## src/rtl/fft_input_sched.sv

```systemverilog
// Job controller: drives the 4-lane reader, buffers beats in a small FIFO and drains them tagged with SOF/EOF/frame.
// Beats appear on out_* one cycle after capture; out_ready low holds the head beat, reader beats are dropped when full.
module fft_input_sched #(
  parameter  int WORDSIZE     = 16,
  parameter  int NUMSAMPLES   = 32,
  parameter  int TOTALSAMPLES = 96,
  parameter  int FIFO_DEPTH   = 4,
  localparam int NFRAMES      = TOTALSAMPLES / NUMSAMPLES,
  localparam int FRAME_W      = (NFRAMES > 1) ? $clog2(NFRAMES) : 1
) (
  input  logic                  clk,
  input  logic                  rst_n,
  input  logic                  go,
  output logic                  busy,
  output logic                  rd_s,
  input  logic                  rd_valid,
  input  logic                  rd_done,
  input  logic [WORDSIZE-1:0]   rd_data0,
  input  logic [WORDSIZE-1:0]   rd_data1,
  input  logic [WORDSIZE-1:0]   rd_data2,
  input  logic [WORDSIZE-1:0]   rd_data3,
  output logic                  out_valid,
  input  logic                  out_ready,
  output logic [4*WORDSIZE-1:0] out_data,
  output logic                  out_sof,
  output logic                  out_eof,
  output logic [FRAME_W-1:0]    out_frame,
  output logic                  job_done,
  output logic                  overflow,
  output logic                  short_err
);

  localparam int BPF         = NUMSAMPLES / 4;
  localparam int TOTAL_BEATS = TOTALSAMPLES / 4;
  localparam int BEAT_W      = (BPF > 1) ? $clog2(BPF) : 1;
  localparam int PTR_W       = $clog2(FIFO_DEPTH);
  localparam int CNT_W       = PTR_W + 1;
  localparam int IN_W        = $clog2(TOTAL_BEATS + 1) + 1;

  localparam logic [BEAT_W-1:0]  LAST_BEAT  = BEAT_W'(BPF - 1);
  localparam logic [FRAME_W-1:0] LAST_FRAME = FRAME_W'(NFRAMES - 1);
  localparam logic [IN_W-1:0]    IN_TARGET  = IN_W'(TOTAL_BEATS);
  localparam logic [IN_W-1:0]    IN_MAX     = '1;
  localparam logic [CNT_W-1:0]   DEPTH_C    = CNT_W'(FIFO_DEPTH);

  localparam logic [2:0] S_IDLE    = 3'd0;
  localparam logic [2:0] S_LOAD    = 3'd1;
  localparam logic [2:0] S_RELEASE = 3'd2;
  localparam logic [2:0] S_DRAIN   = 3'd3;
  localparam logic [2:0] S_FINISH  = 3'd4;

  logic [2:0]            state;
  logic [4*WORDSIZE-1:0] mem [FIFO_DEPTH];
  logic [PTR_W-1:0]      wr_ptr;
  logic [PTR_W-1:0]      rd_ptr;
  logic [CNT_W-1:0]      count;
  logic [IN_W-1:0]       in_cnt;
  logic [BEAT_W-1:0]     beat_cnt;
  logic [FRAME_W-1:0]    frame_cnt;

  logic go_ok;
  logic push_req;
  logic push;
  logic pop;
  logic full;
  logic tag_last;

  assign go_ok     = go && (state == S_IDLE);
  assign out_valid = (count != '0);
  assign full      = (count == DEPTH_C);
  assign pop       = out_valid && out_ready;
  assign push_req  = (state == S_LOAD) && rd_valid;
  // A full FIFO still takes a beat when the head leaves in the same cycle.
  assign push      = push_req && (!full || pop);
  assign tag_last  = (beat_cnt == LAST_BEAT) && (frame_cnt == LAST_FRAME);

  assign busy      = (state != S_IDLE);
  assign rd_s      = (state == S_LOAD);
  assign job_done  = (state == S_FINISH);
  assign out_data  = mem[rd_ptr];
  assign out_sof   = out_valid && (beat_cnt == '0);
  assign out_eof   = out_valid && (beat_cnt == LAST_BEAT);
  assign out_frame = frame_cnt;

  always_ff @(posedge clk) begin
    if (push) mem[wr_ptr] <= {rd_data3, rd_data2, rd_data1, rd_data0};
  end

  always_ff @(posedge clk) begin
    if (!rst_n) begin
      state     <= S_IDLE;
      wr_ptr    <= '0;
      rd_ptr    <= '0;
      count     <= '0;
      in_cnt    <= '0;
      beat_cnt  <= '0;
      frame_cnt <= '0;
      overflow  <= 1'b0;
      short_err <= 1'b0;
    end else begin
      case (state)
        S_IDLE:    if (go) state <= S_LOAD;
        S_LOAD:    if (rd_done) state <= S_RELEASE;
        S_RELEASE: state <= S_DRAIN;
        S_DRAIN:   if (!out_valid) state <= S_FINISH;
        S_FINISH:  state <= S_IDLE;
        default:   state <= S_IDLE;
      endcase

      if (push) wr_ptr <= wr_ptr + PTR_W'(1);
      if (pop)  rd_ptr <= rd_ptr + PTR_W'(1);
      if (push && !pop)      count <= count + CNT_W'(1);
      else if (!push && pop) count <= count - CNT_W'(1);

      if (go_ok)                              in_cnt <= '0;
      else if (push_req && (in_cnt != IN_MAX)) in_cnt <= in_cnt + IN_W'(1);

      if (go_ok)                            overflow <= 1'b0;
      else if (push_req && full && !pop)    overflow <= 1'b1;

      if (go_ok)                      short_err <= 1'b0;
      else if (state == S_RELEASE)    short_err <= (in_cnt != IN_TARGET);

      // Tags stop advancing on the final beat of the job.
      if (go_ok) begin
        beat_cnt  <= '0;
        frame_cnt <= '0;
      end else if (pop && !tag_last) begin
        if (beat_cnt == LAST_BEAT) begin
          beat_cnt  <= '0;
          frame_cnt <= frame_cnt + FRAME_W'(1);
        end else begin
          beat_cnt <= beat_cnt + BEAT_W'(1);
        end
      end
    end
  end

endmodule
```

## config.mk

```make
export PLATFORM = sky130hd
export DESIGN_NAME = fft_input_sched
export DESIGN_NICKNAME = d
export VERILOG_FILES = /design/src/rtl/fft_input_sched.sv
export SDC_FILE = /design/constraint.sdc
export NUM_CORES = 1
export LEC_CHECK = 0
export CAP_MARGIN = 20
export CELL_PAD_IN_SITES_DETAIL_PLACEMENT = 0
export CELL_PAD_IN_SITES_GLOBAL_PLACEMENT = 1
export CORE_MARGIN = 2
export CORE_UTILIZATION = 44
export CTS_BUF_LIST = sky130_fd_sc_hd__clkbuf_4 sky130_fd_sc_hd__clkbuf_8 sky130_fd_sc_hd__clkbuf_16
export DETAILED_ROUTE_END_ITERATION = 7
export PLACE_DENSITY_LB_ADDON = 0.1
export RECOVER_POWER = 25
export SETUP_SLACK_MARGIN = 0.3
export SLEW_MARGIN = 10
export SYNTH_ARGS = -nofsm -noshare
export SYNTH_HDL_FRONTEND = slang
export SYNTH_SLANG_ARGS = --single-unit
```

## constraint.sdc

```tcl
create_clock -name clk -period 2.9 [get_ports clk]
set_clock_uncertainty 0.1 [all_clocks]
set_input_delay 0.58 -clock clk [delete_from_list [all_inputs] [get_ports clk]]
set_output_delay 0.58 -clock clk [all_outputs]
set_load 0.03 [all_outputs]
```

Yosys cells after proc, flatten, opt, wreduce, memory -nomap -nowiden
Memory sizes are Yosys's and may differ from the RTL's. A register that Yosys moved wholly into a read port is not among the register bits.
Index checks and enable logic that the tools add are counted.
{"block": "op_classes", "addsub": 7, "n_eq_ne": 12, "muxes": 11, "n_bitwise": 1, "n_reduce_logical": 26}
{"operator": "two-way mux 3 bit", "n": 6}
{"operator": "logical AND 1 bit", "n": 13}
{"operator": "one-hot mux 3 bit (4 select lines)", "n": 1}
{"operator": "== test 3 bit, second input constant", "n": 3}
{"operator": "adder 2 x 1 -> 2 bit, second input constant", "n": 3}
{"operator": "adder 3 x 1 -> 3 bit, second input constant", "n": 2}
{"operator": "adder 6 x 1 -> 6 bit, second input constant", "n": 1}
{"operator": "== test 3 x 2 -> 1 bit, second input constant", "n": 2}
{"operator": "logical NOT 3 bit", "n": 2}
{"operator": "!= test 6 x 5 -> 1 bit, second input constant", "n": 1}
{"operator": "!= test 6 bit, second input constant", "n": 1}
{"operator": "nonzero test 3 bit", "n": 2}
{"operator": "logical NOT 1 bit", "n": 4}
{"operator": "two-way mux 2 bit", "n": 2}
{"operator": "!= test 2 bit, second input constant", "n": 2}
{"operator": "== test 3 x 1 -> 1 bit, second input constant", "n": 1}
{"operator": "AND reduction 3 bit", "n": 1}
{"operator": "subtractor 3 x 1 -> 3 bit, second input constant", "n": 1}
{"operator": "== test 2 bit, second input constant", "n": 1}
{"operator": "two-way mux 1 bit", "n": 2}
{"operator": "!= test 2 x 1 -> 1 bit, second input constant", "n": 1}
{"operator": "AND reduction 2 bit", "n": 1}
{"operator": "nonzero test 2 bit", "n": 1}
{"operator": "OR reduction 2 bit", "n": 1}
{"operator": "other kinds (2)", "n": 2}
{"block": "totals", "reg_bits": 23, "mem_bits_rw": 256, "in_bits": 70, "output_inout_bits": 74, "word_cells": 67, "memories": 1}
{"memory": "mem", "depth": 4, "word_bits": 64, "rd": 1, "rd_clocked_by_memory_dff": 1, "write_ports": 1, "line": "53", "source": "logic [4*WORDSIZE-1:0] mem [FIFO_DEPTH];"}

Longest topological paths before layout
{"block": "depth", "depth_word": 8, "ltp_mapped": 8, "ltp_nobuf": 8}

Worst setup path before layout
No wires, ideal clock.
{"block": "synth_path", "path_type": "in2reg", "start": "input port rd_valid", "end": "memory mem[0][0] in the netlist's numbering, enable pin", "setup_ns": 0.393, "t_arrival_ns": 1.853, "required_ns": 2.407, "path_slack_ns": 0.554, "path_stages": 3, "path_buffers": 1, "cell_sequence": "and4bb_2 > buf_6 > and3_2"}
{"block": "synth_between", "elab_chain_cells": 4}
{"item": "from (decl)", "line": "16", "source": "input logic rd_valid,"}
{"item": "logical AND 1 bit", "line": "72", "source": "assign push_req = (state == S_LOAD) && rd_valid;"}
{"item": "logical AND 1 bit", "line": "74", "source": "assign push = push_req && (!full || pop);"}
{"item": "two-way mux 1 bit", "line": "86", "source": "if (push) mem[wr_ptr] <= {rd_data3, rd_data2, rd_data1, rd_data0};"}
{"item": "two-way mux 1 bit (implied by the code)", "line": "86"}
{"item": "to (decl)", "line": "53"}
Every way passes these cells.

==> metrics.txt <==
outcome=completed; r2r worst-path depth=8; Leak Pwr=4.66 nW; post-synth net total=564; Residual DRC=0; H-Tree Depth=1; crit path DAT=between 2 and 2.5 ns; Cell Pwr Density=826 nW/um2; proportion of layout cells with a drive suffix above 1=33.6%; Final min period=between 2 and 3 ns; CP Capture Type=primary output; Net count, final=about 760; Max-slew headroom=71.7%; first-pass GRT wire length=32700 um; num rows=56; hold buffer count at cts=0; total global routing track utilization=between 10% and 20%; most frequent cell after synthesis=edfxtp_1; CTS tree=yes; cell count after placement=around 950; register area=around 8200 um2; Max Cap Viol=0; Avg Inst Size Synth=~22 um2; unrepaired setup endpoints after global routing=yes; number of CTS-inserted buffers=28; Data required, critical path=2.22 ns; clock root cell=clkbuf_16; period utilization=between 90% and 100%; Die W=approximately 160 um; Hold Path Class=reg -> reg; post-synth top area cell=edfxtp_1; Synth cell types=46; Worst-Margin Slew=0.419 ns; initial antenna violation count=1; First-pass DRT Iterations=6; Vias/cell=approximately 5.2; ranking of synthesized cells by area=edfxtp_1 (73%), mux4_2 (14%), dfxtp_1 (4.7%); Die Y=around 160 um; Hold Vio Cnt, Final=0; slowest CP cell=mux4_2; Synth Instances=482; asr flop ratio synth=0%; via count of the routed design=between 5000 and 6000; grt total ovfl=0; top-area cell type share of the netlist area=72.8%; final setup violation count=0; setup ws final=around 0.15 ns; Post-Syn Area=10600 um2; Setup WS pre-CTS=0.0674 ns; Max stage delay on crit path=between 0.5 and 0.6 ns; Commonest cells post-synth=edfxtp_1 (256), mux4_2 (64), dfxtp_1 (25); # diodes=0; fmax=364 MHz; CTS Sinks=about 280; DPL Wire Length=12500 um; CTS Buffer Depth=3; GPL Wtd Cong=0.715; final-report max-slew violation count=0; Synth-to-Final Area Change=32.6%; Routed WL per cell=20.5 um; Filler Cells Inserted=1773; Finished Layout Cells=1022; Iteration-0 DRC Markers=303; register bit count reported by yosys=between 200 and 300; CP max FO=6; peak supply drop=between 0.0006 and 0.0007 V; sequential area share after synthesis=77.6%; post-route ant nets=0; vias in the first global route=5804; largest net degree at the start of global routing=34; Post-synth EDFFs=256; overall power=11.6 mW; area of the multi-input gates=approximately 2200 um2; Starting Density=44.8%; Yosys Warn Count=0; Post-Route WL=21000 um; Synth Flop Type=edfxtp_1; critical path class=reg -> out; crit start category=flip-flop; num ports=144; core area=23500 um2; die area=25200 um2; crit path cell chain=buf_12 -> buf_12 -> buf_16 -> buf_12 -> mux4_2 -> buf_6; port buffer count=143; worst skew pair latency=0.53 ns; worst hold stages=2; critical path's most frequent cell=buf_12; Worst-path clk slew=0.06 ns; Final TNS setup=0 ns
## final cells by class
cell class / count / share of cell area [%]
Inverter: 16 / 0.429
Multi-Input combinational cell: 169 / 15.9
Sequential cell: 281 / 58.6
Tap cell: 319 / 2.85
Timing Repair Buffer: 186 / 16.0
Clock buffer: 37 / 5.49
Clock inverter: 14 / 0.715
## critical path, delay by kind of cell, from the launching register on
family / cells / cell delay, ns
buffers and inverters: 5 / 0.65
multiplexers: 1 / 0.51
flip-flops: 1 / 0.37
## repair_timing
| action | CTS | global route |
|---|---|---|
| gates resized for setup | 381 | 97 |
| endpoints found under the hold margin | 0 | 0 |
| gates cloned | 6 | 1 |
| endpoints found under the setup margin | 68 | 62 |
| setup buffers | 12 | 5 |
## layout by cell type, fill, tap and decap left out, types with 3 or more instances in the layout
cell type          n
clkdlybuf4s50_1   34
and3_4             4
buf_2              5
dlygate4sd3_1     39
clkinv_2           3
ha_1              11
a21oi_1           11
buf_12            23
mux4_2            64
o21ai_0           10
dfxtp_1           23
buf_4             12
buf_6             59
a211oi_1           3
clkbuf_16         29
xor2_1             3
dlygate4sd2_1      3
or3_1              3
mux2i_1            3
edfxtp_1         256
nand3_1            9
clkbuf_4           9
nor2_1            10
clkinv_1           7
inv_1             15
buf_16             6
nor3_1             3
nor3b_1            3
## kinds of logic (layout without fill, tap and decap cells)
family | Yosys count | in the layout | share of synthesized area [%]
AND/OR/NAND/NOR | 56 | 56 | 3.39
AO/OA/AOI/OAI | 30 | 30 | 1.74
multiplexers | 67 | 67 | 13.9
flip-flops | 281 | 281 | 77.6
XOR/XNOR | 4 | 4 | 0.332
buffers and inverters | 32 | 253 | 1.53
adder cells (fa/ha/maj) | 12 | 12 | 1.49
## flip-flops by register name, indices dropped and copies added (netlist names), named ones only
name,cells
short_err,1
beat_cnt,3
out_frame,2
state,3
rd_ptr,2
overflow,1
wr_ptr,2
count,3
in_cnt,6
mem,256
## through the flow
stage / hold WS, ns / utilization, % / instance area (um2)
after floorplan: 0.364 / - / 10600
after global placement: 0.389 / 53.5 / 12600
after detailed placement: 0.375 / 53.5 / 12600
after CTS: 0.394 / 58.1 / 13700
after global routing: 0.437 / 59.4 / 14000
final: 0.382 / 59.4 / 14000
## path summary, 6_finish.rpt
check | from | slack (ns) | to
hold / removal | overflow | 0.38 | overflow
hold reg to reg | overflow | 0.38 | overflow
setup / recovery | flip-flop | 0.15 | out_data[52]
setup reg to reg | count[0] | 0.56 | count[2]
## power breakdown
group,switching [mW],internal (mW),leakage (nW)
sequential,0.0972,4.57,2.52
clock,1.40,1.95,0.430
combinational,1.68,1.86,1.71
total,3.18,8.38,4.66
## routing by layer
| metal | track usage [%] | part of all wire, % | vias up |
|---|---|---|---|
| met2 | 28.2 | 49 | 139 |
| met3 | 3.55 | 4.7 | 45 |
| li1 | - | - | 2407 |
| met5 | 0 | 0.062 | - |
| met1 | 22.3 | 43 | 2744 |
| met4 | 4.88 | 2.8 | 2 |
Power figures use the tool's default switching activity.
